[src/rtl/cpu_regfile_pkg.sv]
// cpu_regfile_pkg: register select, PC/SP op encodings and status flag bit positions.
package cpu_regfile_pkg;

    typedef enum logic [2:0] {
        REG_A  = 3'd0,
        REG_X  = 3'd1,
        REG_Y  = 3'd2,
        REG_SP = 3'd3,
        REG_P  = 3'd4
    } reg_sel_t;

    typedef enum logic [1:0] {
        PC_HOLD = 2'd0,
        PC_INC  = 2'd1,
        PC_LOAD = 2'd2
    } pc_op_t;

    typedef enum logic [1:0] {
        SP_HOLD = 2'd0,
        SP_PUSH = 2'd1,
        SP_PULL = 2'd2
    } sp_op_t;

    localparam int FLAG_C = 0;
    localparam int FLAG_Z = 1;
    localparam int FLAG_I = 2;
    localparam int FLAG_D = 3;
    localparam int FLAG_B = 4;
    localparam int FLAG_U = 5;
    localparam int FLAG_V = 6;
    localparam int FLAG_N = 7;

    localparam logic [7:0] P_RESET = 8'h24;

endpackage

[src/rtl/cpu_regfile_if.sv]
// cpu_regfile_if: control/write bundle from the decode FSM and register views back to it.
interface cpu_regfile_if
    import cpu_regfile_pkg::*;
#(
    parameter int DATA_W = 8,
    parameter int ADDR_W = 16
);
    logic              stall;
    logic              wr_en;
    logic [2:0]        wr_dest;
    logic [DATA_W-1:0] wr_data;
    logic              auto_nz;
    logic [DATA_W-1:0] flag_we;
    logic [DATA_W-1:0] flag_in;
    pc_op_t            pc_op;
    logic [ADDR_W-1:0] pc_load;
    sp_op_t            sp_op;
    logic [DATA_W-1:0] acc_reg;
    logic [DATA_W-1:0] x_reg;
    logic [DATA_W-1:0] y_reg;
    logic [DATA_W-1:0] sp_reg;
    logic [DATA_W-1:0] status_reg;
    logic [ADDR_W-1:0] pc;
    logic [ADDR_W-1:0] push_addr;
    logic [ADDR_W-1:0] pull_addr;

    modport master (
        output stall, wr_en, wr_dest, wr_data, auto_nz, flag_we, flag_in, pc_op, pc_load, sp_op,
        input  acc_reg, x_reg, y_reg, sp_reg, status_reg, pc, push_addr, pull_addr
    );

    modport slave (
        input  stall, wr_en, wr_dest, wr_data, auto_nz, flag_we, flag_in, pc_op, pc_load, sp_op,
        output acc_reg, x_reg, y_reg, sp_reg, status_reg, pc, push_addr, pull_addr
    );
endinterface

[src/rtl/cpu_regfile_status_flags.sv]
// status_flags: P register; full write < auto N/Z < per-bit mask, with bit5=1 and B=0 pinned.
module status_flags
    import cpu_regfile_pkg::*;
#(
    parameter int DATA_W = 8
) (
    input  logic              clk,
    input  logic              rst_n,
    input  logic              stall,
    input  logic              p_wr,
    input  logic              nz_wr,
    input  logic [DATA_W-1:0] wr_data,
    input  logic [DATA_W-1:0] flag_we,
    input  logic [DATA_W-1:0] flag_in,
    output logic [DATA_W-1:0] status_reg
);
    logic [DATA_W-1:0] p_base;
    logic [DATA_W-1:0] p_nz;
    logic [DATA_W-1:0] p_next;

    always_comb begin
        p_base = p_wr ? wr_data : status_reg;
        p_nz = p_base;
        p_nz[FLAG_N] = nz_wr ? wr_data[DATA_W-1] : p_base[FLAG_N];
        p_nz[FLAG_Z] = nz_wr ? ~|wr_data : p_base[FLAG_Z];
        p_next = (p_nz & ~flag_we) | (flag_in & flag_we);
        p_next[FLAG_U] = 1'b1;
        p_next[FLAG_B] = 1'b0;
    end

    always_ff @(posedge clk or negedge rst_n) begin
        if (!rst_n) status_reg <= DATA_W'(P_RESET);
        else if (!stall) status_reg <= p_next;
    end
endmodule

[src/rtl/cpu_regfile.sv]
// cpu_regfile: 6502 architectural registers A/X/Y/SP/PC with stack addressing; P lives in status_flags.
module cpu_regfile
    import cpu_regfile_pkg::*;
#(
    parameter int                         DATA_W   = 8,
    parameter int                         ADDR_W   = 16,
    parameter logic [ADDR_W-1:0]          PC_RESET = 16'hFFFC,
    parameter logic [DATA_W-1:0]          SP_RESET = 8'hFD,
    parameter logic [ADDR_W-DATA_W-1:0]   SP_PAGE  = 8'h01
) (
    input  logic       clk,
    input  logic       rst_n,
    cpu_regfile_if.slave bus
);
    logic              wr_a, wr_x, wr_y, wr_sp, wr_p;
    logic [DATA_W-1:0] sp_inc;
    logic [DATA_W-1:0] sp_next;
    logic [ADDR_W-1:0] pc_next;

    always_comb begin
        wr_a = bus.wr_en && bus.wr_dest == REG_A;
        wr_x = bus.wr_en && bus.wr_dest == REG_X;
        wr_y = bus.wr_en && bus.wr_dest == REG_Y;
        wr_sp = bus.wr_en && bus.wr_dest == REG_SP;
        wr_p = bus.wr_en && bus.wr_dest == REG_P;
        sp_inc = bus.sp_reg + DATA_W'(1);
        // A direct SP write (TXS) overrides any push/pull in the same cycle
        sp_next = wr_sp ? bus.wr_data :
                  bus.sp_op == SP_PUSH ? bus.sp_reg - DATA_W'(1) :
                  bus.sp_op == SP_PULL ? sp_inc : bus.sp_reg;
        pc_next = bus.pc_op == PC_INC ? bus.pc + ADDR_W'(1) :
                  bus.pc_op == PC_LOAD ? bus.pc_load : bus.pc;
    end

    assign bus.push_addr = {SP_PAGE, bus.sp_reg};
    assign bus.pull_addr = {SP_PAGE, sp_inc};

    always_ff @(posedge clk or negedge rst_n) begin
        if (!rst_n) begin
            bus.acc_reg <= '0;
            bus.x_reg <= '0;
            bus.y_reg <= '0;
            bus.sp_reg <= SP_RESET;
            bus.pc <= PC_RESET;
        end else if (!bus.stall) begin
            if (wr_a) bus.acc_reg <= bus.wr_data;
            if (wr_x) bus.x_reg <= bus.wr_data;
            if (wr_y) bus.y_reg <= bus.wr_data;
            bus.sp_reg <= sp_next;
            bus.pc <= pc_next;
        end
    end

    status_flags #(.DATA_W(DATA_W)) u_flags (
        .clk       (clk),
        .rst_n     (rst_n),
        .stall     (bus.stall),
        .p_wr      (wr_p),
        .nz_wr     (bus.auto_nz && (wr_a || wr_x || wr_y)),
        .wr_data   (bus.wr_data),
        .flag_we   (bus.flag_we),
        .flag_in   (bus.flag_in),
        .status_reg(bus.status_reg)
    );
endmodule

[src/flat_wrapper.sv]
// flat-port wrapper written by rule: the top's interface ports become plain ports
module cpu_regfile_flat import cpu_regfile_pkg::*;
#(
    parameter int                         DATA_W   = 8,
    parameter int                         ADDR_W   = 16,
    parameter logic [ADDR_W-1:0]          PC_RESET = 16'hFFFC,
    parameter logic [DATA_W-1:0]          SP_RESET = 8'hFD,
    parameter logic [ADDR_W-DATA_W-1:0]   SP_PAGE  = 8'h01
)
  (clk, rst_n, bus_stall, bus_wr_en, bus_wr_dest, bus_wr_data, bus_auto_nz, bus_flag_we, bus_flag_in, bus_pc_op, bus_pc_load, bus_sp_op, bus_acc_reg, bus_x_reg, bus_y_reg, bus_sp_reg, bus_status_reg, bus_pc, bus_push_addr, bus_pull_addr);
  cpu_regfile_if #(.DATA_W(DATA_W), .ADDR_W(ADDR_W)) bus_i ();
  input  logic clk;
  input  logic rst_n;
  input wire logic [$bits(bus_i.stall)-1:0] bus_stall;
  input wire logic [$bits(bus_i.wr_en)-1:0] bus_wr_en;
  input wire logic [$bits(bus_i.wr_dest)-1:0] bus_wr_dest;
  input wire logic [$bits(bus_i.wr_data)-1:0] bus_wr_data;
  input wire logic [$bits(bus_i.auto_nz)-1:0] bus_auto_nz;
  input wire logic [$bits(bus_i.flag_we)-1:0] bus_flag_we;
  input wire logic [$bits(bus_i.flag_in)-1:0] bus_flag_in;
  input wire logic [$bits(bus_i.pc_op)-1:0] bus_pc_op;
  input wire logic [$bits(bus_i.pc_load)-1:0] bus_pc_load;
  input wire logic [$bits(bus_i.sp_op)-1:0] bus_sp_op;
  output wire logic [$bits(bus_i.acc_reg)-1:0] bus_acc_reg;
  output wire logic [$bits(bus_i.x_reg)-1:0] bus_x_reg;
  output wire logic [$bits(bus_i.y_reg)-1:0] bus_y_reg;
  output wire logic [$bits(bus_i.sp_reg)-1:0] bus_sp_reg;
  output wire logic [$bits(bus_i.status_reg)-1:0] bus_status_reg;
  output wire logic [$bits(bus_i.pc)-1:0] bus_pc;
  output wire logic [$bits(bus_i.push_addr)-1:0] bus_push_addr;
  output wire logic [$bits(bus_i.pull_addr)-1:0] bus_pull_addr;
  assign bus_i.stall = bus_stall;
  assign bus_i.wr_en = bus_wr_en;
  assign bus_i.wr_dest = bus_wr_dest;
  assign bus_i.wr_data = bus_wr_data;
  assign bus_i.auto_nz = bus_auto_nz;
  assign bus_i.flag_we = bus_flag_we;
  assign bus_i.flag_in = bus_flag_in;
  assign bus_i.pc_op = bus_pc_op;
  assign bus_i.pc_load = bus_pc_load;
  assign bus_i.sp_op = bus_sp_op;
  assign bus_acc_reg = bus_i.acc_reg;
  assign bus_x_reg = bus_i.x_reg;
  assign bus_y_reg = bus_i.y_reg;
  assign bus_sp_reg = bus_i.sp_reg;
  assign bus_status_reg = bus_i.status_reg;
  assign bus_pc = bus_i.pc;
  assign bus_push_addr = bus_i.push_addr;
  assign bus_pull_addr = bus_i.pull_addr;
  cpu_regfile #(.DATA_W(DATA_W), .ADDR_W(ADDR_W), .PC_RESET(PC_RESET), .SP_RESET(SP_RESET), .SP_PAGE(SP_PAGE)) u_core (.clk(clk), .rst_n(rst_n), .bus(bus_i));
endmodule
[config.mk]
export PLATFORM = sky130hd
export DESIGN_NAME = cpu_regfile_flat
export DESIGN_NICKNAME = d
export VERILOG_FILES = /design/src/rtl/cpu_regfile_pkg.sv /design/src/rtl/cpu_regfile_if.sv /design/src/rtl/cpu_regfile_status_flags.sv /design/src/rtl/cpu_regfile.sv /design/src/flat_wrapper.sv
export SDC_FILE = /design/constraint.sdc
export NUM_CORES = 1
export LEC_CHECK = 0
export BUFFER_PORTS_ARGS = -buffer_cell sky130_fd_sc_hd__buf_2
export CORE_ASPECT_RATIO = 0.7
export CORE_UTILIZATION = 44
export CTS_CLUSTER_DIAMETER = 80
export DETAILED_ROUTE_END_ITERATION = 8
export PLACE_DENSITY_LB_ADDON = 0.25
export SETUP_SLACK_MARGIN = 0.1
export SLEW_MARGIN = 20
export SYNTH_ARGS = -nofsm -noshare
export SYNTH_HDL_FRONTEND = slang
export SYNTH_HIERARCHICAL = 1
export SYNTH_SLANG_ARGS = --single-unit
[constraint.sdc]
create_clock -name clk -period 1.7 [get_ports clk]
set_clock_uncertainty 0.05 [all_clocks]
set_input_delay 0.34 -clock clk [delete_from_list [all_inputs] [get_ports clk]]
set_output_delay 0.34 -clock clk [all_outputs]
set_load 0.01 [all_outputs]
==> results of run 1 <==
power by group through the flow:
stage / Clock, mW / Sequential [mW] / Combinational [mW]
finish: 0.915 / 2.04 / 2.93
global route: 0.986 / 2.08 / 3.14
CTS: 0.938 / 2.02 / 2.57
detailed placement: 0 / 2.05 / 2.29
global placement: 0 / 2.03 / 2.24
floorplan: 0 / 2.19 / 1.25
placed cells by master (no fill, tap or decap), drive strengths merged, types with 4 or more instances in the layout:
master   netlist  layout
dfstp         22      22
o21ai         24      24
mux2          24      24
clkbuf         8       5
nor4           4       4
nand2b         4       4
and3b          4       4
dfrtp         32      32
o22ai         10      10
and4           4       4
ha             4       4
inv            5       7
conb           4      18
a2bb2oi        9       9
xor2           4       4
mux2i          5       5
nand3         12      12
a21oi         32      32
nand2         31      31
nor2          22      22
buf           34     179
nor3           8       8
through the flow:
step | power [mW] | util
after floorplan | 3.44 | -
after global placement | 4.28 | 0.592
after detailed placement | 4.34 | 0.592
after CTS | 5.53 | 0.633
after global routing | 6.21 | 0.676
final | 5.88 | 0.676
tightest hold or removal path, delay by kind of cell:
family / cells / cell delay, ns
compound gates: 2 / 0.18
buf+inv: 1 / 0.10
cell usage after synthesis (all sizes together), types with 2 or more instances:
cell type / instances / area [µm²]
buf: 34 / 245
a21oi: 32 / 160
dfrtp: 32 / 801
nand2: 31 / 116
mux2: 24 / 270
o21ai: 24 / 120
dfstp: 22 / 578
nor2: 22 / 82.6
nand3: 12 / 72.6
o22ai: 10 / 62.6
a2bb2oi: 9 / 78.8
clkbuf: 8 / 30.0
nor3: 8 / 55.1
inv: 5 / 18.8
mux2i: 5 / 50.1
and3b: 4 / 36.3
and4: 4 / 35.0
conb: 4 / 15.0
ha: 4 / 50.1
nand2b: 4 / 25.0
nor4: 4 / 31.3
xor2: 4 / 35.0
nand4: 3 / 18.8
nor2b: 3 / 18.8
a311oi: 2 / 17.5
a41oi: 2 / 17.5
and3: 2 / 12.5
nand3b: 2 / 15.0
or2: 2 / 12.5
or3: 2 / 12.5
xnor2: 2 / 17.5
layout make-up:
type                       instances  area [µm²]  share of cell area
clock buffer                       5        68.8              0.0146
clock inverter                     3        47.5              0.0101
inverter                           5        18.8             0.00398
multi-input combinational        255        1880               0.400
sequential                        54        1380               0.293
tap                               94         118              0.0250
timing repair buffer             180        1200               0.254
routing by layer:
| metal | GRT usage | share of wire | up-vias |
|---|---|---|---|
| met5 | 0 | 0 | - |
| met4 | 0.0548 | 0.012 | 0 |
| met3 | 0.0342 | 0.054 | 13 |
| met2 | 0.377 | 0.46 | 120 |
| met1 | 0.338 | 0.47 | 1524 |
| li1 | - | - | 1515 |
kinds of logic (layout without fill, tap and decap cells):
family / count (synthesis) / count (layout) / share of synthesized area
AND/OR/NAND/NOR: 107 / 107 / 0.177
AO/OA/AOI/OAI: 91 / 91 / 0.176
XOR/XNOR: 6 / 6 / 0.0161
other: 4 / 18 / 0.00460
multiplexers: 29 / 29 / 0.0981
adder cells (fa/ha/maj): 4 / 4 / 0.0153
flip-flops: 54 / 54 / 0.422
buffers and inverters: 47 / 193 / 0.0900
worst max-delay path by stage:
stage                      endpoint                 start  slack [ns]
2_1_floorplan  u_core/bus.sp_reg[6]  u_core/bus.sp_reg[0]       -0.02
3_3_place_gp   u_core/bus.sp_reg[5]          bus_sp_op[1]       -0.02
3_5_place_dp   u_core/bus.sp_reg[5]          bus_sp_op[1]       -0.10
4_1_cts            bus_pull_addr[6]  u_core/bus.sp_reg[0]       -0.36
5_1_grt            bus_pull_addr[6]  u_core/bus.sp_reg[0]       -0.38
6_report           bus_pull_addr[2]  u_core/bus.sp_reg[0]       -0.31
repair_timing:
item	in CTS	in global routing
hold endpoints to repair	32	0
endpoints found under the setup margin	25	34
pin swaps	11	14
gates resized for setup	17	43
hold buffers	1	0
buffers inserted	10	14
==> results.md, run 1 <==
* Outcome: finished with violations
* Violated checks: negative setup slack
* CTS root buffer: clkbuf_8
* Sw Ratio at 0.376
* Die area at 7780 µm²
* Fin crit period at 2.01 ns
* Syn Inst Count at 342
* Overall global routing resource usage at 0.234
* Hpwl dp at 6540 µm
* Ys flop type: dfrtp_1
* Design area at 4710 µm²
* Nets at 557
* Die width at 105 µm
* Drc violations at 0
* Seq/Total Area, Yosys at 0.422
* R2R Setup Slk at -0.15 ns
* Placed cell area at 4130 µm²
* Initial Util at 0.468
* Die height at 74.1 µm
* MaxCap Viol Count at 0
* # clock sinks at 54
* Power Density at 1250 nW/µm²
* CTS Buffer Depth at 2
* Crit path kind: register to output port
* Endpoints failing setup at 11
* Final period util at 1.18
* Hold Path Sink: u_core/bus.pc[8]
* Worst hold margin at 0.260 ns
* Initial DRT Pass Iterations at 4
* Reg power frac at 0.347
* Clk slew on worst S/H paths at 0.10 ns
* NetSw at 2.21 mW
* Sequence of cells on the critical path: ha_4 > buf_4 > buf_6 > buf_6 > xor2_2 > buf_2
* Async SR Flop Fraction at 1.00
* Mean Syn Cell Area at 9.55 µm²
* Delay-heaviest family, CP: flip-flops
* Final Hold Viols at 0
* Vias in the first global route at 2,841
* Worst path required time at 1.31 ns
* Gate power share at 0.498
* GPL Wtd Cong at 0.876
* WL final at 9330 µm
* Layout Cells excl Fill at 596
* Via count at 3,172
* Wirelength per Cell at 15.7 µm
* Static Leak at 2.18 nW
* Final ANT Viol Nets at 0
* Slew Viols, Final at 0
* Seq cells post-synth at 54
* CP arrival at 1.62 ns
* Slew HR at 0.628
* Fmax at 497 MHz
* Core ar. at 6980 µm²
* Worst Hold Class: primary input to register
* Hold Startpoint: bus_pc_load[8]
* Worst Tran Pin Value at 0.558 ns
* Hold path depth at 3
* RSZ-0062 raised after global routing: true
* Place WS at -0.101 ns
* Max stage delay on crit path at 0.59 ns
* Mapped Area at 3270 µm²
* Crit start category: register
* Largest net degree at the start of global routing at 55
* Crit path depth at 6
* Number of synthesized flops with an enable pin at 0
* Yosys synthesis warning count at 6
* Area grow syn2layout at 44.3%
* Max FO, Critical Path at 3
* Fillers at 544
* Via density at 5.32
* FF-to-FF path depth at 8
* Inserted Diodes at 0
* Placed insts at 563
* Worst setup margin at -0.314 ns
* Cell mode on critical path: buf_6
* Initial antenna violation count at 0
* Fin Setup TNS at -2.14 ns
* Share of cells above drive strength 1 at 0.564
* CP endpoint kind: output port
* Rows at 25
* TritonCTS clock tree: yes
* Distinct cells, synth at 55
* Maximum resistive drop on vdd at 0.00105 V
* Launching point of the worst reg2reg path: u_core/bus.sp_reg[0]
* Total grt overflow at 0
* Internal at 3.67 mW
* Port Buf Inserts at 117
* Crit path buffers/inverters at 4
* Clock buffer count from CTS at 5
* Clock power frac at 0.156
* FF-to-FF End: u_core/bus.sp_reg[4]
* I/O pin cnt at 140
* Crit-path slowest cell: dfstp_2
* DRT iter0 DRCs at 159
* H-tree lvl count at 2
* Clk Latency, worst-skew pair at 0.31 ns
* First-pass GRT wire length at 14,200 µm
No activity file was read; power rests on OpenSTA's default activity.
==> run 2: changes to the inputs <==
- clock period: 1.7 -> 1.65 ns (I/O delays scaled with it)
==> results.md, run 2 (synthesis gave the netlist of run 1 again) <==
* Via count at 3,241
* Most common cell after layout, fill and taps aside: buf_2
* DRT iter0 DRCs at 155
* Largest net degree at the start of global routing at 26
* Die height at 74.1 µm
* Fin crit period at 2.02 ns
* Final Hold Viols at 0
* WL final at 9650 µm
* TritonCTS clock tree: yes
* Max FO, Critical Path at 4
* Crit path from: u_core/bus.sp_reg[0]
* Core ar. at 6980 µm²
* Drc violations at 0
* Most frequent cells in the layout: 106 x buf_2, 50 x buf_4, 30 x buf_6, 30 x dfrtp_1, 26 x nand2_1
* Design area at 4910 µm²
* Maximum resistive drop on vdd at 0.00124 V
* Violated checks: negative setup slack
* Clk Latency, worst-skew pair at 0.31 ns
* Wirelength per Cell at 15.9 µm
* Die width at 105 µm
* Power Density at 1280 nW/µm²
* Endpoints failing setup at 18
* MaxCap Viol Count at 0
* Static Leak at 2.28 nW
* Clock buffer count from CTS at 5
* Crit-path slowest cell: dfstp_2
* RSZ-0062 raised after global routing: true
* Final period util at 1.23
* Port Buf Inserts at 117
* First-pass GRT wire length at 14,600 µm
* Outcome: finished with violations
* CTS Buffer Depth at 2
* H-tree lvl count at 2
* Place WS at -0.0484 ns
* CTS root buffer: clkbuf_8
* Worst path required time at 1.27 ns
* Slew Viols, Final at 0
* Die area at 7780 µm²
* # clock sinks at 54
* Crit start category: register
* Via density at 5.34
* Clk slew on worst S/H paths at 0.10 ns
* Fmax at 494 MHz
* CP arrival at 1.64 ns
* Initial DRT Pass Iterations at 4
* Inserted Diodes at 0
* Fillers at 548
* Crit path kind: register to output port
* Hold Startpoint: bus_pc_load[8]
* CP endpoint kind: output port
* Placed cell area at 4240 µm²
* Vias in the first global route at 2,868
* Nets at 568
* Overall global routing resource usage at 0.237
* Worst setup margin at -0.374 ns
* Rows at 25
* Max stage delay on crit path at 0.61 ns
* Area grow syn2layout at 50.5%
* FF-to-FF path depth at 9
* Final ANT Viol Nets at 0
* Hpwl dp at 6680 µm
* Initial Util at 0.468
* Launching point of the worst reg2reg path: u_core/bus.sp_reg[0]
* Sequence of cells on the critical path: ha_4 > nand3_4 > or3_4 > nand2_2 > buf_6
* Initial antenna violation count at 0
* Hold path depth at 3
* Worst Hold Class: primary input to register
* I/O pin cnt at 140
* Share of cells above drive strength 1 at 0.602
* GPL Wtd Cong at 0.857
* Total grt overflow at 0
## run 2: cell count changes in the layout (fill, tap and decap cells not counted), sizes merged
cell / previous run / this run
buf: 179 / 190
clkinv: 0 / 1
inv: 7 / 6
## run 2: power by group
| group | leakage [nW] | switching (mW) | internal (mW) |
|---|---|---|---|
| clock | 0.0587 | 0.467 | 0.461 |
| combinational | 1.60 | 1.57 | 1.70 |
| sequential | 0.623 | 0.315 | 1.77 |
## run 2: worst max-delay path, delay by kind of cell (launching register included)
kind / cells / cell delay (ns)
fa+ha+maj: 1 / 0.16
buf+inv: 1 / 0.09
flops: 1 / 0.61
simple gates: 3 / 0.47
## run 2: metrics by stage
stage	total power, mW	TNS (ns)	hold WS [ns]	utilization	cells
final	6.28	-3.30	0.236	0.705	607
after global routing	6.61	-4.94	0.236	0.705	607
after CTS	5.84	-2.69	0.231	0.665	597
after detailed placement	4.56	-0.237	0.208	0.608	577
after global placement	4.50	-0.0534	0.205	0.608	577
after floorplan	3.55	-0.114	-0.0156	-	356
## run 2: repair_timing
action | in CTS | in global routing
gates resized for setup | 46 | 44
buffers inserted | 11 | 11
pin swaps | 25 | 25
endpoints found under the hold margin | 9 | 0
hold buffers | 1 | 0
setup endpoints to repair | 32 | 39
## run 2: worst paths after layout
path	slack, ns	to
setup / recovery	-0.37	bus_pull_addr[6]
hold / removal	0.24	u_core/bus.pc[8]
max in group asynchronous	0.54	async pin
setup reg to reg	-0.24	u_core/bus.sp_reg[4]
hold reg to reg	0.46	u_core/bus.y_reg[6]
min in group asynchronous	0.40	u_core/bus.y_reg[5]
## run 2: layer usage
metal	global-route usage	up-vias	share of wire
met5	0	-	0
met4	0.0485	0	0.0092
met3	0.0351	8	0.051
met2	0.391	115	0.47
met1	0.338	1570	0.47
li1	-	1548	-
## run 2: layout make-up
type | count | area (µm²) | share of cell area
Clock inverter | 3 | 47.5 | 0.00967
Timing Repair Buffer | 191 | 1330 | 0.270
Inverter | 5 | 18.8 | 0.00382
Sequential cell | 54 | 1380 | 0.281
Multi-Input combinational cell | 255 | 1950 | 0.397
Tap cell | 94 | 118 | 0.0239
Clock buffer | 5 | 68.8 | 0.0140
==> run 3: changes to the inputs <==
- PLACE_DENSITY: not set -> 0.78
- PLACE_DENSITY_LB_ADDON: 0.25 -> not set
==> results.md, run 3 (synthesis gave the netlist of run 1 again) <==
* Most frequent cells in the layout: 105 x buf_2, 42 x buf_4, 32 x buf_6
* Final ANT Viol Nets at 0
* Die area at 7780 µm²
* Largest net degree at the start of global routing at 55
* WL final at 9870 µm
* Area occupied by multi-input gates at 1900 µm²
* Inserted Diodes at 0
* Via density at 5.53
* Power Density at 1270 nW/µm²
* Worst Hold Class: primary input to register
* CP endpoint kind: output port
* Vias in the first global route at 3,033
* Internal at 3.82 mW
* Clock buffer count from CTS at 5
* Outcome: finished with violations
* Worst setup margin at -0.369 ns
* Drc violations at 0
* Hpwl dp at 6690 µm
* Fillers at 527
* Slew HR at 0.662
* Worst Tran Pin Value at 0.507 ns
* Port Buf Inserts at 117
* Overall global routing resource usage at 0.244
* Most common cell after layout, fill and taps aside: buf_2
* Static Leak at 2.24 nW
* Worst path required time at 1.27 ns
* Layout Cells excl Fill at 601
* Nets at 562
* I/O pin cnt at 140
* Sw Ratio at 0.377
* MaxCap Viol Count at 0
* Share of cells above drive strength 1 at 0.586
* Initial DRT Pass Iterations at 4
* Placed insts at 573
* CP arrival at 1.64 ns
* # clock sinks at 54
* Wirelength per Cell at 16.4 µm
* DRT iter0 DRCs at 192
* Slew Viols, Final at 0
* Final Hold Viols at 0
* Violated checks: negative setup slack
* Fmax at 495 MHz
* Clk Latency, worst-skew pair at 0.31 ns
* GPL Wtd Cong at 0.904
* Maximum resistive drop on vdd at 0.00105 V
* CTS root buffer: clkbuf_8
* Clock power frac at 0.131
* FF+latch area at 1380 µm²
* Area grow syn2layout at 47.9%
* NetSw at 2.31 mW
* Clk slew on worst S/H paths at 0.10 ns
* RSZ-0062 raised after global routing: true
* Initial Util at 0.468
* Via count at 3,321
* Gate power share at 0.522
* Core ar. at 6980 µm²
* Final period util at 1.22
* Endpoints failing setup at 19
* Rows at 25
* Worst hold margin at 0.254 ns
* Die width at 105 µm
* Crit start category: register
* H-tree lvl count at 2
* Max FO, Critical Path at 4
* Total grt overflow at 0
* Die height at 74.1 µm
* First-pass GRT wire length at 14,900 µm
* TritonCTS clock tree: yes
* Fin crit period at 2.02 ns
* Crit path kind: register to output port
* Initial antenna violation count at 0
* R2R Setup Slk at -0.16 ns
* Reg power frac at 0.348
* CTS Buffer Depth at 2
-- run 3: changes by cell type in the layout (fill, tap and decap cells not counted), moves of 3 or more --
cell,previous run,this run
buf_4,50,42
nand3_2,6,2
nand3_1,4,7
o21ai_1,4,1
-- run 3: path summary, 6_finish.rpt --
path,start,cells past startpoint,to
max,u_core/bus.sp_reg[0],5,bus_pull_addr[6]
max in group asynchronous,rst_n,3,u_core/bus.sp_reg[7]
min in group asynchronous,rst_n,3,u_core/bus.acc_reg[3]
max reg2reg,u_core/bus.sp_reg[3],8,u_core/bus.sp_reg[6]
min reg2reg,register,2,register
min,bus_pc_load[7],3,u_core/bus.pc[7]
-- run 3: per-layer routing --
metal | track usage | wire length (µm)
met1 | 0.342 | 4340
met2 | 0.409 | 4780
met3 | 0.0280 | 618
met4 | 0.0657 | 129
met5 | 0 | 0
-- run 3: critical path, cell delays in order (launching register included) --
cell and delay (ns):
dfstp_2 0.60, ha_4 0.16, nand3_4 0.08, or3_4 0.33
nand2_2 0.07, buf_6 0.09
-- run 3: what timing repair did --
item / CTS / global route
buffers inserted: 12 / 10
pin swaps: 29 / 18
setup endpoints to repair: 31 / 41
endpoints found under the hold margin: 32 / 0
hold buffers: 1 / 0
gates resized for setup: 32 / 49
-- run 3: layout make-up --
type,instances,share of cell area
Tap cell,94,0.0243
Multi-Input combinational cell,255,0.394
Sequential cell,54,0.286
Timing Repair Buffer,185,0.271
Inverter,5,0.00389
Clock buffer,6,0.0171
Clock inverter,2,0.00337
-- run 3: power by group through the flow --
stage / Sequential, mW / Combinational (mW) / Clock (mW)
CTS: 2.09 / 2.79 / 0.818
floorplan: 2.26 / 1.30 / 0
finish: 2.13 / 3.20 / 0.800
global route: 2.18 / 3.41 / 0.886
global placement: 2.11 / 2.36 / 0
detailed placement: 2.13 / 2.43 / 0
-- run 3: per-stage QoR --
step                setup TNS, ns   util  cell area [µm²]  power (mW)  worst slack, ns
finish                      -2.65  0.693             4830        6.13           -0.369
global route                -4.00  0.693             4830        6.48           -0.435
CTS                         -2.36  0.655             4570        5.70           -0.385
detailed placement         -0.400  0.604             4210        4.56           -0.107
global placement          -0.0405  0.604             4210        4.47          -0.0373
floorplan                  -0.114      -             3400        3.55          -0.0671
